## src/rtl/muldiv_controller.sv

```systemverilog
`default_nettype none
// +--------------------------------------------------------------------------+
// | muldiv_controller: sequencer for the shared signed multiply/divide unit.  |
// | Booth multiply or restoring divide producing Hi/Lo with a load strobe.    |
// | Option: MULDIV_FAST_MUL_EN selects a single-cycle combinational multiply. |
// | Revision: 1.0                                                             |
// +--------------------------------------------------------------------------+
module muldiv_controller #(
   parameter int WIDTH = 32
) (
   input  logic             clock,
   input  logic             reset,
   input  logic             start,
   input  logic             op,
   input  logic [WIDTH-1:0] operand_a,
   input  logic [WIDTH-1:0] operand_b,
   input  logic             abort,
   output logic             busy,
   output logic             done,
   output logic             hi_lo_load,
   output logic [WIDTH-1:0] hi_res,
   output logic [WIDTH-1:0] lo_res,
   output logic             divby0
);

   localparam int CW = $clog2(WIDTH + 1);

   typedef enum logic [2:0] {
      S_IDLE    = 3'd0,
      S_MUL_RUN = 3'd1,
      S_DIV_RUN = 3'd2,
      S_DIV_FIX = 3'd3,
      S_DONE    = 3'd4
   } state_t;

   state_t           state_q, state_d;
   logic [CW-1:0]    cnt_q, cnt_d;
   logic [WIDTH-1:0] a_q, a_d;
   logic [WIDTH-1:0] b_q, b_d;
   logic [WIDTH-1:0] rem_q, rem_d;
   logic [WIDTH-1:0] quo_q, quo_d;
   logic             a_neg_q, a_neg_d;
   logic             q_neg_q, q_neg_d;
   logic             busy_q, busy_d;
   logic             done_q, done_d;
   logic             load_q, load_d;
   logic             dz_q, dz_d;
   logic [WIDTH-1:0] hi_q, hi_d;
   logic [WIDTH-1:0] lo_q, lo_d;

   logic [WIDTH-1:0] a_mag, b_mag;
   logic [WIDTH:0]   rem_sh, diff;

   assign a_mag  = operand_a[WIDTH-1] ? -operand_a : operand_a;
   assign b_mag  = operand_b[WIDTH-1] ? -operand_b : operand_b;
   // Divisor magnitude is at most 2^(WIDTH-1), so one extra bit holds the trial sign.
   assign rem_sh = {rem_q, quo_q[WIDTH-1]};
   assign diff   = rem_sh - {1'b0, b_q};

`ifdef MULDIV_FAST_MUL_EN
   logic signed [2*WIDTH-1:0] prod;
   assign prod = $signed(a_q) * $signed(b_q);
`else
   logic [2*WIDTH:0] acc_q, acc_d;
   logic [WIDTH:0]   hi_ext, m_ext, booth_sum;
   logic [2*WIDTH:0] booth_next;

   // Upper half is sign-extended by one bit so subtracting the most negative
   // multiplicand cannot overflow before the shift.
   assign hi_ext = {acc_q[2*WIDTH], acc_q[2*WIDTH:WIDTH+1]};
   assign m_ext  = {a_q[WIDTH-1], a_q};
   always_comb begin
      case (acc_q[1:0])
         2'b01:   booth_sum = hi_ext + m_ext;
         2'b10:   booth_sum = hi_ext - m_ext;
         default: booth_sum = hi_ext;
      endcase
   end
   assign booth_next = {booth_sum, acc_q[WIDTH:1]};
`endif

   always_comb begin
      state_d = state_q;
      cnt_d   = cnt_q;
      a_d     = a_q;
      b_d     = b_q;
      rem_d   = rem_q;
      quo_d   = quo_q;
      a_neg_d = a_neg_q;
      q_neg_d = q_neg_q;
      hi_d    = hi_q;
      lo_d    = lo_q;
      done_d  = 1'b0;
      load_d  = 1'b0;
      dz_d    = 1'b0;
`ifndef MULDIV_FAST_MUL_EN
      acc_d   = acc_q;
`endif
      case (state_q)
         S_IDLE, S_DONE: begin
            state_d = S_IDLE;
            if (start) begin
               cnt_d   = CW'(WIDTH);
               a_d     = operand_a;
               b_d     = op ? b_mag : operand_b;
               rem_d   = '0;
               quo_d   = a_mag;
               a_neg_d = operand_a[WIDTH-1];
               q_neg_d = operand_a[WIDTH-1] ^ operand_b[WIDTH-1];
`ifndef MULDIV_FAST_MUL_EN
               acc_d   = {{WIDTH{1'b0}}, operand_b, 1'b0};
`endif
               if (!op) begin
                  state_d = S_MUL_RUN;
               end else if (operand_b == '0) begin
                  state_d = S_DONE;
                  done_d  = 1'b1;
                  dz_d    = 1'b1;
               end else begin
                  state_d = S_DIV_RUN;
               end
            end
         end
         S_MUL_RUN: begin
            if (abort) begin
               state_d = S_IDLE;
            end else begin
`ifdef MULDIV_FAST_MUL_EN
               hi_d    = prod[2*WIDTH-1:WIDTH];
               lo_d    = prod[WIDTH-1:0];
               state_d = S_DONE;
               done_d  = 1'b1;
               load_d  = 1'b1;
`else
               acc_d = booth_next;
               cnt_d = cnt_q - CW'(1);
               if (cnt_q == CW'(1)) begin
                  hi_d    = booth_next[2*WIDTH:WIDTH+1];
                  lo_d    = booth_next[WIDTH:1];
                  state_d = S_DONE;
                  done_d  = 1'b1;
                  load_d  = 1'b1;
               end
`endif
            end
         end
         S_DIV_RUN: begin
            if (abort) begin
               state_d = S_IDLE;
            end else begin
               if (!diff[WIDTH]) begin
                  rem_d = diff[WIDTH-1:0];
                  quo_d = {quo_q[WIDTH-2:0], 1'b1};
               end else begin
                  rem_d = rem_sh[WIDTH-1:0];
                  quo_d = {quo_q[WIDTH-2:0], 1'b0};
               end
               cnt_d = cnt_q - CW'(1);
               if (cnt_q == CW'(1)) state_d = S_DIV_FIX;
            end
         end
         S_DIV_FIX: begin
            if (abort) begin
               state_d = S_IDLE;
            end else begin
               lo_d    = q_neg_q ? -quo_q : quo_q;
               hi_d    = a_neg_q ? -rem_q : rem_q;
               state_d = S_DONE;
               done_d  = 1'b1;
               load_d  = 1'b1;
            end
         end
         default: state_d = S_IDLE;
      endcase
      busy_d = (state_d == S_MUL_RUN) || (state_d == S_DIV_RUN) || (state_d == S_DIV_FIX);
   end

   always_ff @(posedge clock or negedge reset) begin
      if (!reset) begin
         state_q <= S_IDLE;
         cnt_q   <= '0;
         a_q     <= '0;
         b_q     <= '0;
         rem_q   <= '0;
         quo_q   <= '0;
         a_neg_q <= 1'b0;
         q_neg_q <= 1'b0;
         busy_q  <= 1'b0;
         done_q  <= 1'b0;
         load_q  <= 1'b0;
         dz_q    <= 1'b0;
         hi_q    <= '0;
         lo_q    <= '0;
`ifndef MULDIV_FAST_MUL_EN
         acc_q   <= '0;
`endif
      end else begin
         state_q <= state_d;
         cnt_q   <= cnt_d;
         a_q     <= a_d;
         b_q     <= b_d;
         rem_q   <= rem_d;
         quo_q   <= quo_d;
         a_neg_q <= a_neg_d;
         q_neg_q <= q_neg_d;
         busy_q  <= busy_d;
         done_q  <= done_d;
         load_q  <= load_d;
         dz_q    <= dz_d;
         hi_q    <= hi_d;
         lo_q    <= lo_d;
`ifndef MULDIV_FAST_MUL_EN
         acc_q   <= acc_d;
`endif
      end
   end

   assign busy       = busy_q;
   assign done       = done_q;
   assign hi_lo_load = load_q;
   assign divby0     = dz_q;
   assign hi_res     = hi_q;
   assign lo_res     = lo_q;

endmodule
`default_nettype wire

```

## config.mk

```make
export PLATFORM = sky130hd
export DESIGN_NAME = muldiv_controller
export DESIGN_NICKNAME = d
export VERILOG_FILES = /design/src/rtl/muldiv_controller.sv
export SDC_FILE = /design/constraint.sdc
export NUM_CORES = 1
export LEC_CHECK = 0
export ABC_AREA = 1
export CAP_MARGIN = 15
export CORE_MARGIN = 2
export CORE_UTILIZATION = 65
export DETAILED_ROUTE_END_ITERATION = 16
export DONT_BUFFER_PORTS = 1
export PLACE_DENSITY = 0.78
export SYNTH_ARGS = -nofsm -noshare
export SYNTH_HDL_FRONTEND = slang
export SYNTH_SLANG_ARGS = --single-unit
```

## constraint.sdc

```tcl
create_clock -name clock -period 7.6 [get_ports clock]
set_input_delay 0.76 -clock clock [delete_from_list [all_inputs] [get_ports clock]]
set_output_delay 0.76 -clock clock [all_outputs]
set_load 0.01 [all_outputs]
```

==> impl_metrics.json, run 1 <==
{
  "area_of_the_die_um2": 32670,
  "ws_path_type": "reg -> reg",
  "grt_pass1_wl_um": 108500,
  "gp_routability_congestion": 1.017,
  "final-max-slew-violation-count": 0,
  "hold_removal_path_class": "in -> async",
  "grt_overflow": 0,
  "initial_utilization_pct": 66.22,
  "timing.final.hold_violations": 0,
  "synth_top_flop_cell": "sky130_fd_sc_hd__dfrtp_1",
  "synth_edf_count": 0,
  "timing.critical_path.max_delay_family": "simple AND/OR/NAND/NOR gates",
  "cts.reportedPaths.clkPinSlew_ns": 0.08,
  "crit_path_max_fanout": 22,
  "ctsHtreeMaxLevel": 1,
  "power.sequential.fraction_pct": 32.3,
  "synthesis.area_um2": 20310,
  "drt-initial-drc-count": 2299,
  "grt.total_usage_pct": 41.17,
  "post-route-period-util_pct": 56.40,
  "setup_total_negative_slack_ns": 0,
  "drive_above_1_share_pct": 3.845,
  "critPathLaunch": "acc_q[0]",
  "met3_routed_wirelength_um": 7987,
  "postSynthAreaPerCell_um2": 6.641,
  "status": "finished clean",
  "combPwrFrac_pct": 47.3,
  "intPower_uw": 3890,
  "max_freq_mhz": 233.3,
  "std_cell_rows": 64,
  "routed-wl-met2_um": 29670,
  "nets": 3136,
  "dp_hpwl_um": 50770,
  "cts.hold.buffers_added": 1,
  "reg2reg_depth": 18,
  "power_leakage_uw": 0.01125,
  "vias": 21250,
  "clk_root_buffer_cell": "sky130_fd_sc_hd__clkbuf_16",
  "required_time_reported_for_the_critical_path_endpoint_ns": 8.04,
  "period_minus_slack_ns": 4.287,
  "worst-path-stages": 18,
  "setup_ws_ns": 3.313,
  "worst-endpoint-arrival_ns": 4.73,
  "synth_cell_types": 51,
  "unrepaired_setup_endpoints_after_global_routing": "false",
  "critPathSlowestCell": "sky130_fd_sc_hd__ha_1",
  "syn-instance-count": 3058,
  "largest_net_degree_at_the_start_of_global_routing": 272,
  "area.growth.synth_to_final_pct": 6.118,
  "drc_violations_left": 0,
  "power_switching_share_pct": 48.84,
  "maxCapViolCount": 0,
  "asyncSetResetFlopFracSynth_pct": 100.0,
  "timing.critical_path.buf_inv": 3,
  "synth_seq_cells": 271,
  "worst_ir_drop_vdd_mv": 0.2756,
  "coreArea_um2": 30670,
  "power_per_cell_area_nw_per_um2": 352.8,
  "place.port_buffers": 0,
  "dp_worst_setup_slack_ns": 3.580,
  "netSwitchingPower_uw": 3713,
  "critical_path_startpoint_category": "flop",
  "floorplan.die.width_um": 180.8,
  "cts-root-to-sink-buffers": 3,
  "path_cells": "inv_1 > ha_1 > inv_1 > nand2_1 > o21ai_0 > xor2_1 > inv_1 > ha_1 > nand4_1 > nor3_1 > nand4_1 > nand3_1 > xnor2_1 > nand2_1 > nand2_1 > nand2_1 > nand2_1 > nand2_1",
  "worst_skew_pair.late_latency_ns": 0.61,
  "top_layer": "met4",
  "cts_tree": "yes",
  "endpoint_kind": "flop",
  "reg_to_reg_critical_path_startpoint": "acc_q[0]",
  "crit_path_max_incr_delay_ns": 0.64,
  "met1_length_um": 26860,
  "worst_slew_margin_relative_to_its_limit_pct": 29.17,
  "synth_seq_area_share_pct": 33.39,
  "clkSinkCount": 271,
  "drt_pass1_iterations": 6,
  "cts-buffers-inserted": 30,
  "fin_worst_skew_ns": 0.06416,
  "initial_antenna_violation_count": 0,
  "first_global_vias": 20130,
  "wl_per_cell_um": 19.92,
  "share_clk_of_total_power_pct": 20.3,
  "totalWireLength_um": 67990,
  "post_cts.repair.setup_buffers": 0,
  "boundaryPins": 137,
  "fp.dieH_um": 180.8,
  "synth.net_count": 3201,
  "worst_path_most_repeated_cell": "sky130_fd_sc_hd__nand2_1",
  "yosys_warnings": 0,
  "post_cts_resize_count": 0,
  "route.detailed.vias_per_inst": 6.226,
  "setup_viol": 0,
  "diodes": 0,
  "drt.antenna.violating_nets": 0,
  "worst_max_slew_pin_slew_ns": 1.062
}
==> per-layer routing <==
metal / vias up / track usage [%]
li1: 9875 / -
met3: 221 / 7.801
met2: 1399 / 63.35
met4: 0 / 18.23
met5: - / 0
met1: 9755 / 56.79
==> power by group through the flow <==
| stage | Combinational, uW | Sequential (uW) | Clock [uW] |
|---|---|---|---|
| after global routing | 4020 | 2480 | 1590 |
| after detailed placement | 3420 | 2440 | 0 |
| after global placement | 3340 | 2430 | 0 |
| final | 3600 | 2460 | 1540 |
| after CTS | 3500 | 2420 | 1540 |
| after floorplan | 2570 | 2230 | 0 |
==> layout by cell type (no fill, tap or decap), types with 5 or more instances in the layout <==
| master | n |
|---|---|
| sky130_fd_sc_hd__nand3_1 | 199 |
| sky130_fd_sc_hd__nand2_2 | 10 |
| sky130_fd_sc_hd__ha_1 | 72 |
| sky130_fd_sc_hd__or2_2 | 5 |
| sky130_fd_sc_hd__nor2_1 | 253 |
| sky130_fd_sc_hd__nor4_1 | 13 |
| sky130_fd_sc_hd__xor2_1 | 70 |
| sky130_fd_sc_hd__buf_4 | 14 |
| sky130_fd_sc_hd__o211ai_1 | 50 |
| sky130_fd_sc_hd__a21oi_1 | 184 |
| sky130_fd_sc_hd__o21a_1 | 7 |
| sky130_fd_sc_hd__o22ai_1 | 12 |
| sky130_fd_sc_hd__xnor2_1 | 41 |
| sky130_fd_sc_hd__nor2_4 | 5 |
| sky130_fd_sc_hd__inv_1 | 362 |
| sky130_fd_sc_hd__nor3_1 | 36 |
| sky130_fd_sc_hd__nand4_1 | 42 |
| sky130_fd_sc_hd__o21ai_1 | 15 |
| sky130_fd_sc_hd__a21o_1 | 7 |
| sky130_fd_sc_hd__nand3b_1 | 21 |
| sky130_fd_sc_hd__clkbuf_16 | 30 |
| sky130_fd_sc_hd__nand2_1 | 891 |
| sky130_fd_sc_hd__clkinv_4 | 5 |
| sky130_fd_sc_hd__nor2_2 | 8 |
| sky130_fd_sc_hd__o21ai_0 | 301 |
| sky130_fd_sc_hd__dfrtp_1 | 271 |
| sky130_fd_sc_hd__o21bai_1 | 9 |
| sky130_fd_sc_hd__a31oi_1 | 12 |
| sky130_fd_sc_hd__o31ai_1 | 10 |
==> kinds of logic (layout without fill, tap and decap cells) <==
logic type | Yosys count | after routing | synth area share, %
muxes | 1 | 1 | 0.04929
buffers and inverters | 479 | 438 | 9.248
DFF | 271 | 271 | 33.39
AOI/OAI and AO/OA | 618 | 618 | 16.59
adders and majority gates | 74 | 74 | 4.633
xor gates and xnor gates | 111 | 111 | 4.787
and+or+nand+nor | 1504 | 1504 | 31.30
==> stage by stage <==
| step | utilization (%) | power (uW) | hold slack [ns] | instances | instance area [um2] |
|---|---|---|---|---|---|
| global route | 70.27 | 8084 | 0.1764 | 3413 | 21550 |
| global placement | 66.66 | 5762 | 0.4677 | 3355 | 20440 |
| detailed placement | 66.66 | 5855 | 0.4697 | 3355 | 20440 |
| finish | 70.27 | 7602 | 0.1051 | 3413 | 21550 |
| CTS | 70.18 | 7463 | 0.2457 | 3412 | 21520 |
| floorplan | - | 4797 | 0.4488 | 3058 | 20310 |
==> synthesized netlist by cell type, types with 5 or more instances <==
library cell	count	area [um2]
sky130_fd_sc_hd__a31oi_1	12	75.07
sky130_fd_sc_hd__buf_6	6	67.56
sky130_fd_sc_hd__o21a_1	7	52.55
sky130_fd_sc_hd__or2_2	5	31.28
sky130_fd_sc_hd__o22ai_1	12	75.07
sky130_fd_sc_hd__dfrtp_1	271	6782
sky130_fd_sc_hd__buf_1	8	30.03
sky130_fd_sc_hd__nor4_1	13	81.33
sky130_fd_sc_hd__ha_1	72	900.9
sky130_fd_sc_hd__nand3_1	199	996.0
sky130_fd_sc_hd__xnor2_1	41	359.1
sky130_fd_sc_hd__o21ai_0	301	1506
sky130_fd_sc_hd__nor2_1	255	957.2
sky130_fd_sc_hd__nor3_1	36	180.2
sky130_fd_sc_hd__nand2_1	893	3352
sky130_fd_sc_hd__nor2_2	9	56.30
sky130_fd_sc_hd__o31ai_1	10	75.07
sky130_fd_sc_hd__xor2_1	70	613.1
sky130_fd_sc_hd__buf_2	19	95.09
sky130_fd_sc_hd__nand2_2	9	56.30
sky130_fd_sc_hd__o21ai_1	15	75.07
sky130_fd_sc_hd__nand4_1	42	262.8
sky130_fd_sc_hd__a21o_1	7	52.55
sky130_fd_sc_hd__o21bai_1	9	67.56
sky130_fd_sc_hd__nand3b_1	21	157.7
sky130_fd_sc_hd__a21oi_1	184	920.9
sky130_fd_sc_hd__clkbuf_1	77	289.0
sky130_fd_sc_hd__o211ai_1	50	375.4
sky130_fd_sc_hd__inv_1	362	1359
==> flip-flops by register name (all words and copies together) (netlist names) <==
signal and flops:
acc_q 65, a_q 32, b_q 32, hi_res 32, lo_res 32, quo_q 32, rem_q 32, cnt_q 6
state_q 3, busy 1, divby0 1, done 1, hi_lo_load 1, q_neg_q 1
==> cell type report <==
class | count | area (um2)
flip-flops and latches | 271 | 6782
multi-input cells | 2308 | 11690
well taps | 396 | 495.5
inverters | 366 | 1374
fillers | 2536 | 9119
repair buffers | 16 | 160.2
clock buffers | 37 | 817.0
clock inverters | 19 | 235.2
==> worst reg2reg max path: cells and delay by family (launching register included) <==
kind	cells	cell delay, ns
buffers and inverters	3	0.56
and+or+nand+nor	10	1.71
DFF	1	0.37
AOI/OAI and AO/OA	1	0.12
xor gates and xnor gates	2	0.32
adders and majority gates	2	1.03
==> final timing paths <==
path,to,slack (ns)
min in group clock,q_neg_q,0.25
max reg2reg,hi_res[16],3.31
min reg2reg,b_q[27],0.49
max,hi_res[16],3.31
max in group asynchronous,b_q[16],6.25
min,a_q[26],0.11
No activity file was read; power rests on OpenSTA's default activity.
==> run 2, diff against run 1 <==
==> constraint.sdc (replaced) <==
create_clock -name clock -period 4.5 [get_ports clock]
set_input_delay 0.45 -clock clock [delete_from_list [all_inputs] [get_ports clock]]
set_output_delay 0.45 -clock clock [all_outputs]
set_load 0.01 [all_outputs]
==> impl_metrics.json, run 2 (synthesis results as in run 1) <==
{
  "place.port_buffers": 0,
  "power_leakage_uw": 0.01125,
  "clkSinkCount": 271,
  "unrepaired_setup_endpoints_after_global_routing": "false",
  "regMostFlops": "acc_q",
  "drt-initial-drc-count": 2565,
  "largest_net_degree_at_the_start_of_global_routing": 272,
  "fin_worst_skew_ns": 0.02143,
  "ctsHtreeMaxLevel": 1,
  "cts.reportedPaths.clkPinSlew_ns": 0.06,
  "wl_per_cell_um": 19.42,
  "placed_cells_incl_taps": 3358,
  "initial_utilization_pct": 66.22,
  "grt_overflow": 0,
  "maxCapViolCount": 0,
  "cts-root-to-sink-buffers": 3,
  "nets": 3141,
  "floorplan.die.width_um": 180.8,
  "coreArea_um2": 30670,
  "grt_pass1_wl_um": 105800,
  "initial_antenna_violation_count": 1,
  "power.sequential.fraction_pct": 32.5,
  "failed_checks": "hold timing",
  "first_global_vias": 19820,
  "endpoint_kind": "flop",
  "totalWireLength_um": 66290,
  "final-max-slew-violation-count": 0,
  "drt_pass1_iterations": 6,
  "boundaryPins": 137,
  "drc_violations_left": 0,
  "number_of_flip_flops_in_the_largest_register": 65,
  "route.detailed.vias_per_inst": 6.159,
  "layout.cells.most_common": "sky130_fd_sc_hd__nand2_1",
  "worst_ir_drop_vdd_mv": 0.3715,
  "setup.reg_to_reg.worst_slack_ns": 0.49,
  "cts-buffers-inserted": 29,
  "critPathLaunch": "a_q[0]",
  "post-route-period-util_pct": 89.16,
  "crit_path_max_fanout": 6,
  "post_cts.repair.setup_buffers": 0,
  "area_of_the_die_um2": 32670,
  "fin_util_pct": 70.19,
  "setup_viol": 0,
  "area.growth.synth_to_final_pct": 6.001,
  "reg_to_reg_critical_path_startpoint": "a_q[0]",
  "intPower_uw": 6620,
  "share_clk_of_total_power_pct": 20.4,
  "gp_routability_congestion": 1.002,
  "fp.dieH_um": 180.8,
  "drive_above_1_share_pct": 3.646,
  "placement.cell_area_um2": 20470,
  "required_time_reported_for_the_critical_path_endpoint_ns": 4.97,
  "reg2reg_depth": 22,
  "worst_max_slew_pin_slew_ns": 0.9453,
  "stdcell_count": 3413,
  "combPwrFrac_pct": 47.1,
  "power_switching_share_pct": 47.81,
  "n_fill_cell": 2579,
  "max_freq_mhz": 249.2,
  "grt.total_usage_pct": 40.23,
  "power_per_cell_area_nw_per_um2": 589.3,
  "period_minus_slack_ns": 4.012,
  "whs_ns": -0.4273,
  "hold_removal_path_class": "in -> async",
  "worst_slew_margin_relative_to_its_limit_pct": 36.98,
  "cts_tree": "yes",
  "timing.final.hold_violations": 271,
  "netSwitchingPower_uw": 6065,
  "dp_hpwl_um": 49980,
  "worst_skew_pair.late_latency_ns": 0.59,
  "diodes": 0,
  "drt.antenna.violating_nets": 0,
  "status": "finished, violations left",
  "clk_root_buffer_cell": "sky130_fd_sc_hd__clkbuf_16",
  "finished_cell_area_um2": 21530,
  "std_cell_rows": 64,
  "leading_cell_types_in_the_layout_fill_and_taps_excluded": "891 x sky130_fd_sc_hd__nand2_1, 362 x sky130_fd_sc_hd__inv_1, 301 x sky130_fd_sc_hd__o21ai_0",
  "ws_path_type": "reg -> reg",
  "critical_path_startpoint_category": "flop",
  "setup_total_negative_slack_ns": 0,
  "worst-endpoint-arrival_ns": 4.48,
  "cts.hold.buffers_added": 5,
  "vias": 21020
}
## run 2: worst max-delay path, stage by stage (launching register included)
cell,delay [ns]
sky130_fd_sc_hd__dfrtp_1,0.40
sky130_fd_sc_hd__inv_1,0.12
sky130_fd_sc_hd__ha_1,0.19
sky130_fd_sc_hd__nand2_1,0.08
sky130_fd_sc_hd__nor2_1,0.28
sky130_fd_sc_hd__inv_1,0.07
sky130_fd_sc_hd__nor2_1,0.13
sky130_fd_sc_hd__inv_1,0.09
sky130_fd_sc_hd__nor2_1,0.17
sky130_fd_sc_hd__a21oi_1,0.11
sky130_fd_sc_hd__xnor2_1,0.14
sky130_fd_sc_hd__ha_1,0.39
sky130_fd_sc_hd__nand2_1,0.10
sky130_fd_sc_hd__inv_1,0.08
sky130_fd_sc_hd__nand2_1,0.11
sky130_fd_sc_hd__nor3_1,0.49
sky130_fd_sc_hd__nand4_1,0.29
sky130_fd_sc_hd__nand4_1,0.17
sky130_fd_sc_hd__nand3_1,0.11
sky130_fd_sc_hd__o21ai_0,0.13
sky130_fd_sc_hd__nand2_1,0.10
sky130_fd_sc_hd__nand3_1,0.10
sky130_fd_sc_hd__nand2_1,0.06
## run 2: final timing paths
check / endpoint
min: quo_q[8]
max in group asynchronous: acc_q[5]
max reg2reg: hi_res[17]
min in group clock: a_q[13]
max: hi_res[17]
min reg2reg: b_q[14]
## run 2: timing repair
item,in CTS,in global routing
resized for setup,0,0
endpoints found under the hold margin,275,271
endpoints found under the setup margin,0,0
## run 2: final cells by class
type	count	area (um2)	share of cell area, %
well taps	396	495.5	2.302
clock inverters	14	229.0	1.064
multi-input cells	2308	11690	54.29
flip-flops and latches	271	6782	31.50
repair buffers	22	177.7	0.8253
clock buffers	36	782.0	3.633
inverters	366	1374	6.382
## run 2: stage by stage
step / hold WS (ns) / setup WS, ns / total power [uW]
floorplan: 0.1544 / 1.496 / 8102
global placement: 0.1592 / 0.6388 / 9703
detailed placement: 0.1611 / 0.5892 / 9828
CTS: -0.4351 / 0.5467 / 12460
global route: -0.4360 / 0.1489 / 13520
finish: -0.4273 / 0.4876 / 12690
## run 2: per-layer routing
layer | vias to the layer above | share of wire, % | GRT usage (%)
li1 | 9852 | - | -
met1 | 9751 | 40 | 56.04
met2 | 1225 | 44 | 62.22
met3 | 191 | 11 | 6.833
met4 | 2 | 4.8 | 17.10
met5 | - | 0.020 | 0
## run 2: power by group through the flow
stage | clock [uW] | combinational (uW) | sequential [uW]
finish | 2580 | 5970 | 4130
detailed placement | 0 | 5720 | 4110
floorplan | 0 | 4340 | 3760
global placement | 0 | 5620 | 4090
global route | 2680 | 6660 | 4190
CTS | 2580 | 5800 | 4080
